<file path="src/rtl/mult_pkg.sv">
// Shared definitions for the multiplier accumulate stage.
//   PROD_W        : width of the signed product delivered by the multiplier
//   mac_state_t   : FSM encoding for mult_accum_stage
//   acc_max/min   : signed clamp limits for an accumulator of a given width
package mult_pkg;

  localparam int PROD_W    = 32;
  localparam int ACC_W_LIM = 128;  // widest accumulator the limit helpers support

  typedef enum logic [1:0] {
    IDLE  = 2'd0,
    ACCUM = 2'd1,
    DONE  = 2'd2
  } mac_state_t;

  function automatic logic [ACC_W_LIM-1:0] acc_max(input int w);
    return (ACC_W_LIM'(1) << (w - 1)) - ACC_W_LIM'(1);
  endfunction

  function automatic logic [ACC_W_LIM-1:0] acc_min(input int w);
    return ACC_W_LIM'(1) << (w - 1);
  endfunction

endpackage

</file>
<file path="src/rtl/mult_accum_stage_acc_sat_add.sv">
// Signed ACC_W-bit adder with overflow flag.
// Optional feature macro: MULT_ACC_SATURATE_EN
//   defined     -> sum clamps to the most positive/negative value on overflow
//   not defined -> sum wraps modulo 2**ACC_W
// Ports:
//   i_a, i_b : signed addends
//   o_sum    : result (wrapped or clamped)
//   o_ovf    : signed overflow of the raw addition
module acc_sat_add
  import mult_pkg::*;
#(
  parameter int ACC_W = 40
) (
  input  logic [ACC_W-1:0] i_a,
  input  logic [ACC_W-1:0] i_b,
  output logic [ACC_W-1:0] o_sum,
  output logic             o_ovf
);

  logic [ACC_W-1:0] w_raw;

  assign w_raw = i_a + i_b;
  // Overflow only possible when both operands share a sign and the result flips it.
  assign o_ovf = (i_a[ACC_W-1] == i_b[ACC_W-1]) && (w_raw[ACC_W-1] != i_a[ACC_W-1]);

`ifdef MULT_ACC_SATURATE_EN
  localparam logic [ACC_W-1:0] SAT_MAX = ACC_W'(acc_max(ACC_W));
  localparam logic [ACC_W-1:0] SAT_MIN = ACC_W'(acc_min(ACC_W));

  // Operand sign picks the clamp direction: negative operands can only underflow.
  assign o_sum = o_ovf ? (i_a[ACC_W-1] ? SAT_MIN : SAT_MAX) : w_raw;
`else
  assign o_sum = w_raw;
`endif

endmodule

</file>
<file path="src/rtl/mult_accum_stage.sv">
// Accumulates a programmed number of 32-bit signed products and returns the
// sum on a valid/ready port. Overflow behaviour follows MULT_ACC_SATURATE_EN
// (see acc_sat_add): clamp when defined, wrap otherwise; ovf sets either way.
// Ports:
//   clk, rst                      : clock, synchronous active-high reset
//   start, len                    : launch a run of len products (IDLE only)
//   prod_valid/prod_ready/prod    : product input handshake
//   acc_valid/acc_ready/acc_data  : result output handshake
//   busy                          : run in progress or result pending
//   ovf                           : sticky overflow for current/last run
//
// state | meaning
// IDLE  | waiting for start
// ACCUM | accepting products, cnt = products still to take
// DONE  | result presented, waiting for acc_ready
module mult_accum_stage
  import mult_pkg::*;
#(
  parameter int ACC_W = 40,
  parameter int LEN_W = 8
) (
  input  logic              clk,
  input  logic              rst,
  input  logic              start,
  input  logic [LEN_W-1:0]  len,
  input  logic              prod_valid,
  output logic              prod_ready,
  input  logic [PROD_W-1:0] prod,
  output logic              acc_valid,
  input  logic              acc_ready,
  output logic [ACC_W-1:0]  acc_data,
  output logic              busy,
  output logic              ovf
);

  mac_state_t       r_state;
  mac_state_t       w_state_nxt;
  logic [ACC_W-1:0] r_acc;
  logic [LEN_W-1:0] r_cnt;
  logic             r_ovf;

  logic [ACC_W-1:0] w_prod_ext;
  logic [ACC_W-1:0] w_sum;
  logic             w_add_ovf;
  logic             w_prod_hs;

  assign w_prod_ext = ACC_W'($signed(prod));
  assign w_prod_hs  = prod_valid && (r_state == ACCUM);

  acc_sat_add #(.ACC_W(ACC_W)) u_add (
    .i_a   (r_acc),
    .i_b   (w_prod_ext),
    .o_sum (w_sum),
    .o_ovf (w_add_ovf)
  );

  always_comb begin
    w_state_nxt = r_state;
    case (r_state)
      IDLE:    if (start) w_state_nxt = (len == '0) ? DONE : ACCUM;
      ACCUM:   if (w_prod_hs && (r_cnt == LEN_W'(1))) w_state_nxt = DONE;
      DONE:    if (acc_ready) w_state_nxt = IDLE;
      default: w_state_nxt = IDLE;
    endcase
  end

  always_ff @(posedge clk) begin
    if (rst) begin
      r_state <= IDLE;
      r_acc   <= '0;
      r_cnt   <= '0;
      r_ovf   <= 1'b0;
    end else begin
      r_state <= w_state_nxt;
      if ((r_state == IDLE) && start) begin
        r_acc <= '0;
        r_cnt <= len;
        r_ovf <= 1'b0;
      end else if (w_prod_hs) begin
        r_acc <= w_sum;
        r_cnt <= r_cnt - LEN_W'(1);
        if (w_add_ovf) r_ovf <= 1'b1;
      end
    end
  end

  // All outputs come from registers or state decode; no input-to-output path.
  assign prod_ready = (r_state == ACCUM);
  assign acc_valid  = (r_state == DONE);
  assign busy       = (r_state != IDLE);
  assign acc_data   = r_acc;
  assign ovf        = r_ovf;

endmodule

</file>
<file path="config.mk">
export PLATFORM = sky130hd
export DESIGN_NAME = mult_accum_stage
export DESIGN_NICKNAME = d
export VERILOG_FILES = /design/src/rtl/mult_pkg.sv /design/src/rtl/mult_accum_stage_acc_sat_add.sv /design/src/rtl/mult_accum_stage.sv
export SDC_FILE = /design/constraint.sdc
export NUM_CORES = 1
export LEC_CHECK = 0
export BUFFER_PORTS_ARGS = -buffer_cell sky130_fd_sc_hd__buf_2
export CAP_MARGIN = 40
export CORE_AREA = 2 2 93 95
export CTS_CLUSTER_SIZE = 10
export DETAILED_ROUTE_END_ITERATION = 7
export DIE_AREA = 0 0 95 97
export GPL_ROUTABILITY_DRIVEN = 0
export HOLD_SLACK_MARGIN = 0.03
export PLACE_DENSITY = 0.74
export SYNTH_ARGS = -nofsm -noshare
export SYNTH_HDL_FRONTEND = slang
export SYNTH_SLANG_ARGS = --single-unit
</file>
<file path="constraint.sdc">
create_clock -name clk -period 5 [get_ports clk]
set_clock_uncertainty 0.1 [all_clocks]
set_input_delay 1.5 -clock clk [delete_from_list [all_inputs] [get_ports clk]]
set_output_delay 1.5 -clock clk [all_outputs]
set_load 0.005 [all_outputs]
</file>
Yosys cells after proc, flatten, opt, wreduce, memory -nomap -nowiden:

Cells that the tools add are included.

* reduce and logical (&&, ||, !) cells: 11
* equal/unequal tests: 8
* add/subtract/negate cells: 2
* multiplexer cells: 7

Operators by type and width (count)
* $add 40x40->40: 1
* $mux 8: 2
* $eq 8x1->1 const B: 1
* $logic_not 8->1: 1
* $mux 2: 4
* $sub 8x1->8 const B: 1
* $pmux 2 s3: 1
* $logic_and 1x1->1: 4
* $ne 2x1->1 const B: 2
* $reduce_bool 2->1: 2
* $reduce_and 3->1: 1
* $eq 2x1->1 const B: 1
* $eq 2x2->1 const B: 1
* $logic_not 2->1: 1
* $ne 2x2->1 const B: 1
* $reduce_and 2->1: 1
* $reduce_or 2->1: 1
* $eq 1x1->1: 1
* $ne 1x1->1: 1

* logic and storage cells: 32
* output and inout bits: 44
* register bits after elaboration: 51
* input bits: 45

Longest topological paths before layout:

Gate-level depths: netlist of the first run.

* word-level depth: 5
* gate-level depth with buffers: 12
* depth with buffers taken out: 12

By module:

A second synthesis of the first run with hierarchy kept.

* cells, all modules: 588
* area, all modules: 4280.4 µm²

By module, submodules not included
* acc_sat_add: seq. area each 0.0 µm², instances 1, area an instance 2257.2 µm², cells each 331
* mult_accum_stage: seq. area each 1021.0 µm², instances 1, area an instance 2023.2 µm², cells each 257

Least setup slack after synthesis of the first run:

Ideal clock, no wire load.

* path type: input to register
* start: in prod[0]
* end: reg r_acc[38], in the netlist acc_data[38]
* arrival: 3791 ps
* stages: 12
* slack: 992 ps
* library setup time: 117 ps
* buffers on the path: 0
* data required time: 4783 ps
* cell sequence: ha_1 -> fa_1 -> a211oi_1 -> nor2_1 -> o311ai_1 -> a31oi_1 -> a31oi_1 -> o21ai_0 -> a221oi_1 -> nor3b_1 -> mux2i_1 -> nand2_1

* word-level cells in the longest chain between the ends: 1

RTL lines
* start, declared: line mult_accum_stage.sv:28 `input logic [PROD_W-1:0] prod,`
* $add 40x40->40: line mult_accum_stage_acc_sat_add.sv:22 `assign w_raw = i_a + i_b;`
* end signal, assigned: line mult_accum_stage.sv:80 `r_acc <= w_sum;`
* end, declared: line mult_accum_stage.sv:38 `logic [ACC_W-1:0] r_acc;`

Every way passes these cells.
A chain may end at the register's enable or synchronous reset.

Worst setup path after layout of the first run:

Ends and elaborated chain as after synthesis.

==> reports/metrics.csv, run 1 <==
metric,value,unit
nNetsFinal,705,
start_kind,input pin,
vdd_drop_max,136,uV
critical_path_class,in2reg,
finalSetupTns,0,ns
synth_edf_count,0,
postRouteAntennaNets,0,
fin_crit_sh,82.4,%
post-cts-setup-buffers,0,
clock_sinks,51,
htreeDepth,2,
die_w,95,microns
period_minus_slack,4.12,ns
track_usage,22.8,%
syn_avg_cell_area,7.47,sq um
place_hpwl,8.06,mm
worstPathArrival,4.21,ns
drt_wl_total,10.5,mm
ff2ff_setup_slack,1.85,ns
required,5.10,ns
worst_pin_slew,0.760,ns
leakagePower,2.28,nW
crit_start,prod[0],
num_vias,4171,
synthDistinctLibCells,58,
end_kind,flop,
drc,0,
rows,33,
clock_latency,0.31,ns
multi_input_area,0.00288,sq mm
holdWs,0.364,ns
start_util,49.8,%
design.core.area,0.00813,sq mm
yosys.area.top_type,dfxtp_1,
final_cell_mix,"buf_2 (88), nand2_1 (80), a21oi_1 (77)",
ys.flop_type,dfxtp_1,
cts_tree,built,
slew_headroom,49.3,%
via_per_inst,5.76,
r2r_cells,12,
power.density,233,mW/mm^2
synth_top_area_share,25.2,%
hold_class,reg2reg,
clockBufferDepth,2,
first_pass_iters,4,
yosysSeqAreaShare,25.2,%
setup_viol,0,
grt_pass1_vias,3974,
final_common_cell,buf_2,
numCtsBuffers,5,
layout-drive-gt1-share,17.6,%
ios,89,
rsz0062_at_grt,false,
pre_cts_ws,0.553,ns
die_area,0.00922,sq mm
fillCellCount,771,
antenna_found_initial,0,
overflow,0,
synth_cells,542,
synth_area,0.00405,sq mm
fp.dieH,97,microns
clk_pin_slew,0.09,ns
synthTopCellsByArea,"dfxtp_1 (25%), ha_1 (13%), a21oi_1 (9.5%), nand2_1 (7.4%), a21o_1 (4.6%)",
r2r_start,acc_data[0],
areaGrowthSynthToFinish,15.5,%
ys_warn_count,0,
port-buffer-count,88,
drv_cap,0,
cts_resized,0,
status,completed,
ys_async_sr_fraction,0,%
worstPathMaxFanout,4,
hold_buffers,0,
synth_nets,629,
drt_iter0_markers,234,
slew_violations,0,
detail_route.wl_per_cell,14.5,microns
rr_endpoint,acc_data[38],
grt_pass1_wl,17.5,mm
insertedDiodeCount,0,
ff_latch_area,0.00102,sq mm
ys_ff_latch,51,
hold_viol,0,
grt_max_degree,31,
fmax,243,MHz
setup.worst_path.end,acc_data[38],
setup_ws,0.882,ns
root_buffer,clkbuf_8,
## synth_stat cells, types with 2 or more instances
master and n:
nor4_1 6, a211oi_1 6, a22oi_1 3, nor2_1 44, a31oi_1 9, dfxtp_1 51, inv_1 14, o211ai_1 2
and2_1 4, nor2b_1 5, o31a_1 2, a32oi_1 2, xor2_1 11, a221oi_1 4, nand4_1 7, ha_1 41
buf_1 2, a21o_1 25, nor3b_1 2, o21bai_1 3, mux2i_1 6, clkbuf_1 22, nand2b_1 4, xnor2_1 17
o21ai_0 26, nand2_1 80, and3_1 6, a21oi_1 77, o21a_1 4, or3_1 2, nor3_1 12, nand3_1 17
## area by class of cell
type | count | share of cell area [%]
Clock buffer | 8 | 2.14
Inverter | 14 | 1.12
Multi-Input combinational cell | 453 | 61.7
Sequential cell | 51 | 21.8
Tap cell | 105 | 2.81
Timing Repair Buffer | 93 | 10.4
## worst min-delay path by stage
stage / start / to / slack, ns / depth (start not counted)
2_1_floorplan: ovf / ovf / 0.34 / 2
3_3_place_gp: ovf / ovf / 0.34 / 2
3_5_place_dp: ovf / ovf / 0.36 / 2
4_1_cts: ovf / ovf / 0.37 / 2
5_1_grt: ovf / ovf / 0.39 / 2
6_report: ovf / ovf / 0.36 / 2
## layer usage
metal	wire length, microns	vias to the layer above	global-route usage (%)
li1	-	2122	-
met1	4810	1916	29.5
met2	4980	120	39.6
met3	578	13	3.27
met4	136	0	5.35
met5	0	-	0
## power by group
part           internal (W)  leakage, nW  total, W  switching, W
logic              0.000145         1.81  0.000360      0.000215
clock network      0.000127       0.0515  0.000269      0.000142
registers          0.000433        0.414  0.000458     0.0000248
total              0.000705         2.28   0.00109      0.000382
## sequential cells by signal (all words and copies together) (netlist names)
signal    cells
acc_data     40
ovf           1
r_state       2
r_cnt         8
## metrics by stage
stage	utilization (%)	cell area [sq um]	instances	total power (W)
after CTS	57.5	4670	724	0.00109
after global placement	56.1	4560	715	0.000812
after floorplan	-	4050	542	0.000718
final	57.5	4670	724	0.00109
after global routing	57.5	4670	724	0.00116
after detailed placement	56.2	4570	716	0.000823
## cells by family (layout without fill, tap and decap cells)
group / count (synthesis) / after routing / synth area share, %
buffers and inverters: 38 / 115 / 3.52
AOI/OAI and AO/OA: 181 / 181 / 28.1
xor gates and xnor gates: 28 / 28 / 6.06
and+or+nand+nor: 196 / 196 / 22.4
DFF: 51 / 51 / 25.2
muxes: 6 / 6 / 1.48
adders and majority gates: 42 / 42 / 13.2
## critical path: stages
cell and delay, ns:
buf_2 0.10, ha_1 0.21, fa_1 0.43, a211oi_1 0.22, nor2_1 0.12, o311ai_1 0.40, a31oi_1 0.20, a31oi_1 0.16
o21ai_0 0.14, a221oi_1 0.39, nor3b_1 0.12, mux2i_1 0.17, nand2_1 0.06
(Power assumes the default switching activity.)
==> run 2, diff against run 1 <==
==> constraint.sdc (replaced) <==
create_clock -name clk -period 4.15 [get_ports clk]
set_clock_uncertainty 0.1 [all_clocks]
set_input_delay 1.245 -clock clk [delete_from_list [all_inputs] [get_ports clk]]
set_output_delay 1.245 -clock clk [all_outputs]
set_load 0.005 [all_outputs]
==> reports/metrics.csv, run 2 (synthesized netlist as in run 1, its figures left out) <==
metric,value,unit
layout-drive-gt1-share,18.0,%
cp_num_buf_inv,1,
grt_pass1_wl,17.9,mm
final_common_cell,buf_2,
grt_max_degree,22,
htreeDepth,2,
clock_latency,0.31,ns
critical_path_class,in2reg,
start_util,49.8,%
fmax,262,MHz
postRouteAntennaNets,0,
rows,33,
top_usage_layer,met2,
internal-power,0.000812,W
nNetsFinal,710,
antenna_found_initial,0,
fin_crit_sh,91.9,%
drt_wl_total,10.7,mm
fp.dieH,97,microns
crit_chain,"buf_2, ha_1, fa_1, a211oi_1, nor2_1, o311ai_1, a31oi_1, a31oi_1, o21ai_0, a221oi_1, xnor2_1, nand2_1, a21oi_1",
via_per_inst,5.87,
insertedDiodeCount,0,
vdd_drop_max,166,uV
largest_register_ffs,40,
final_cell_mix,"buf_2 (88), nand2_1 (80), a21oi_1 (77)",
worstPathArrival,3.94,ns
required,4.27,ns
gr-usage-met1,30.5,%
p_sw_share,35.9,%
period_minus_slack,3.82,ns
clockBufferDepth,2,
cts_resized,0,
end_kind,flop,
hold_buffers,0,
rsz0062_at_grt,false,
detail_route.wl_per_cell,14.7,microns
ios,89,
post-cts-setup-buffers,0,
hold_depth,2,
slew_violations,0,
root_buffer,clkbuf_8,
cp_slowest_cell,o311ai_1,
slew_headroom,42.3,%
power,0.00127,W
cpMostUsedCell,a31oi_1,
r2r_cells,12,
place_hpwl,8.25,mm
hold_class,reg2reg,
critPathTopFamily,compound AO/OA/AOI/OAI gates,
use_met3,3.50,%
seq_power_share,43.6,%
track_usage,23.3,%
setup_viol,0,
grt_pass1_vias,3962,
finalSetupTns,0,ns
num_vias,4264,
drt_iter0_markers,226,
status,completed,
clock_sinks,51,
port-buffer-count,88,
numCtsBuffers,5,
power_frac_clock,21.9,%
cts_tree,built,
clk_pin_slew,0.09,ns
design.core.area,0.00813,sq mm
power.density,271,mW/mm^2
worst_pin_slew,0.866,ns
drv_cap,0,
switchingPower,0.000455,W
comb_power_share,34.5,%
start_kind,input pin,
hold_viol,0,
path_depth,13,
leakagePower,2.28,nW
first_pass_iters,5,
die_w,95,microns
worstPathMaxFanout,3,
met2_usage,39.7,%
slowest_delay,0.44,ns
drc,0,
overflow,0,
areaGrowthSynthToFinish,15.5,%
die_area,0.00922,sq mm
## run 2: cell types whose count changed in the layout (fill, tap and decap cells not counted)
| cell | before | now |
|---|---|---|
| buf_4 | 4 | 10 |
| buf_8 | 1 | 0 |
| clkbuf_8 | 7 | 5 |
## run 2: area by class of cell
cell class	count	area, sq um
Timing Repair Buffer	98	515
Clock buffer	6	72.6
Tap cell	105	131
Inverter	14	52.6
Sequential cell	51	1020
Multi-Input combinational cell	453	2880
Fill cell	746	3460
## run 2: worst paths after layout
check	startpoint	end	slack, ns
hold reg to reg	ovf	ovf	0.35
setup / recovery	prod[0]	acc_data[34]	0.33
hold / removal	ovf	ovf	0.35
setup reg to reg	acc_data[0]	acc_data[34]	1.05
## run 2: routing by layer
layer	up-vias	part of all wire [%]
met5	-	0
met4	0	1.5
met3	16	6.2
met2	154	48
met1	1960	44
li1	2134	-
## run 2: worst register-to-register path, cell delays in order, from the launching register on
cell and delay [ns]:
dfxtp_1 0.33, ha_1 0.21, fa_1 0.41, a211oi_1 0.21, nor2_1 0.09, o311ai_1 0.44, a31oi_1 0.20, a31oi_1 0.16
o21ai_0 0.13, a221oi_1 0.38, xnor2_1 0.16, nand2_1 0.06, a21oi_1 0.13
## run 2: power by group through the flow
stage                     Combinational [W]  Clock [W]  Sequential, W
after floorplan                    0.000307          0       0.000558
after global placement             0.000425          0       0.000561
after detailed placement           0.000433          0       0.000563
after CTS                          0.000436   0.000289       0.000552
after global routing               0.000489   0.000306       0.000558
final                              0.000437   0.000278       0.000552
## run 2: metrics by stage
| step | utilization (%) | std cells | setup slack (ns) | hold WS [ns] | area (sq um) |
|---|---|---|---|---|---|
| after CTS | 57.5 | 727 | 0.370 | 0.359 | 4680 |
| final | 57.5 | 727 | 0.334 | 0.354 | 4680 |
| after detailed placement | 56.6 | 721 | 0.0475 | 0.347 | 4600 |
| after global placement | 56.6 | 721 | 0.0814 | 0.336 | 4600 |
| after floorplan | - | 542 | 0.397 | 0.345 | 4050 |
| after global routing | 57.5 | 727 | 0.147 | 0.390 | 4680 |
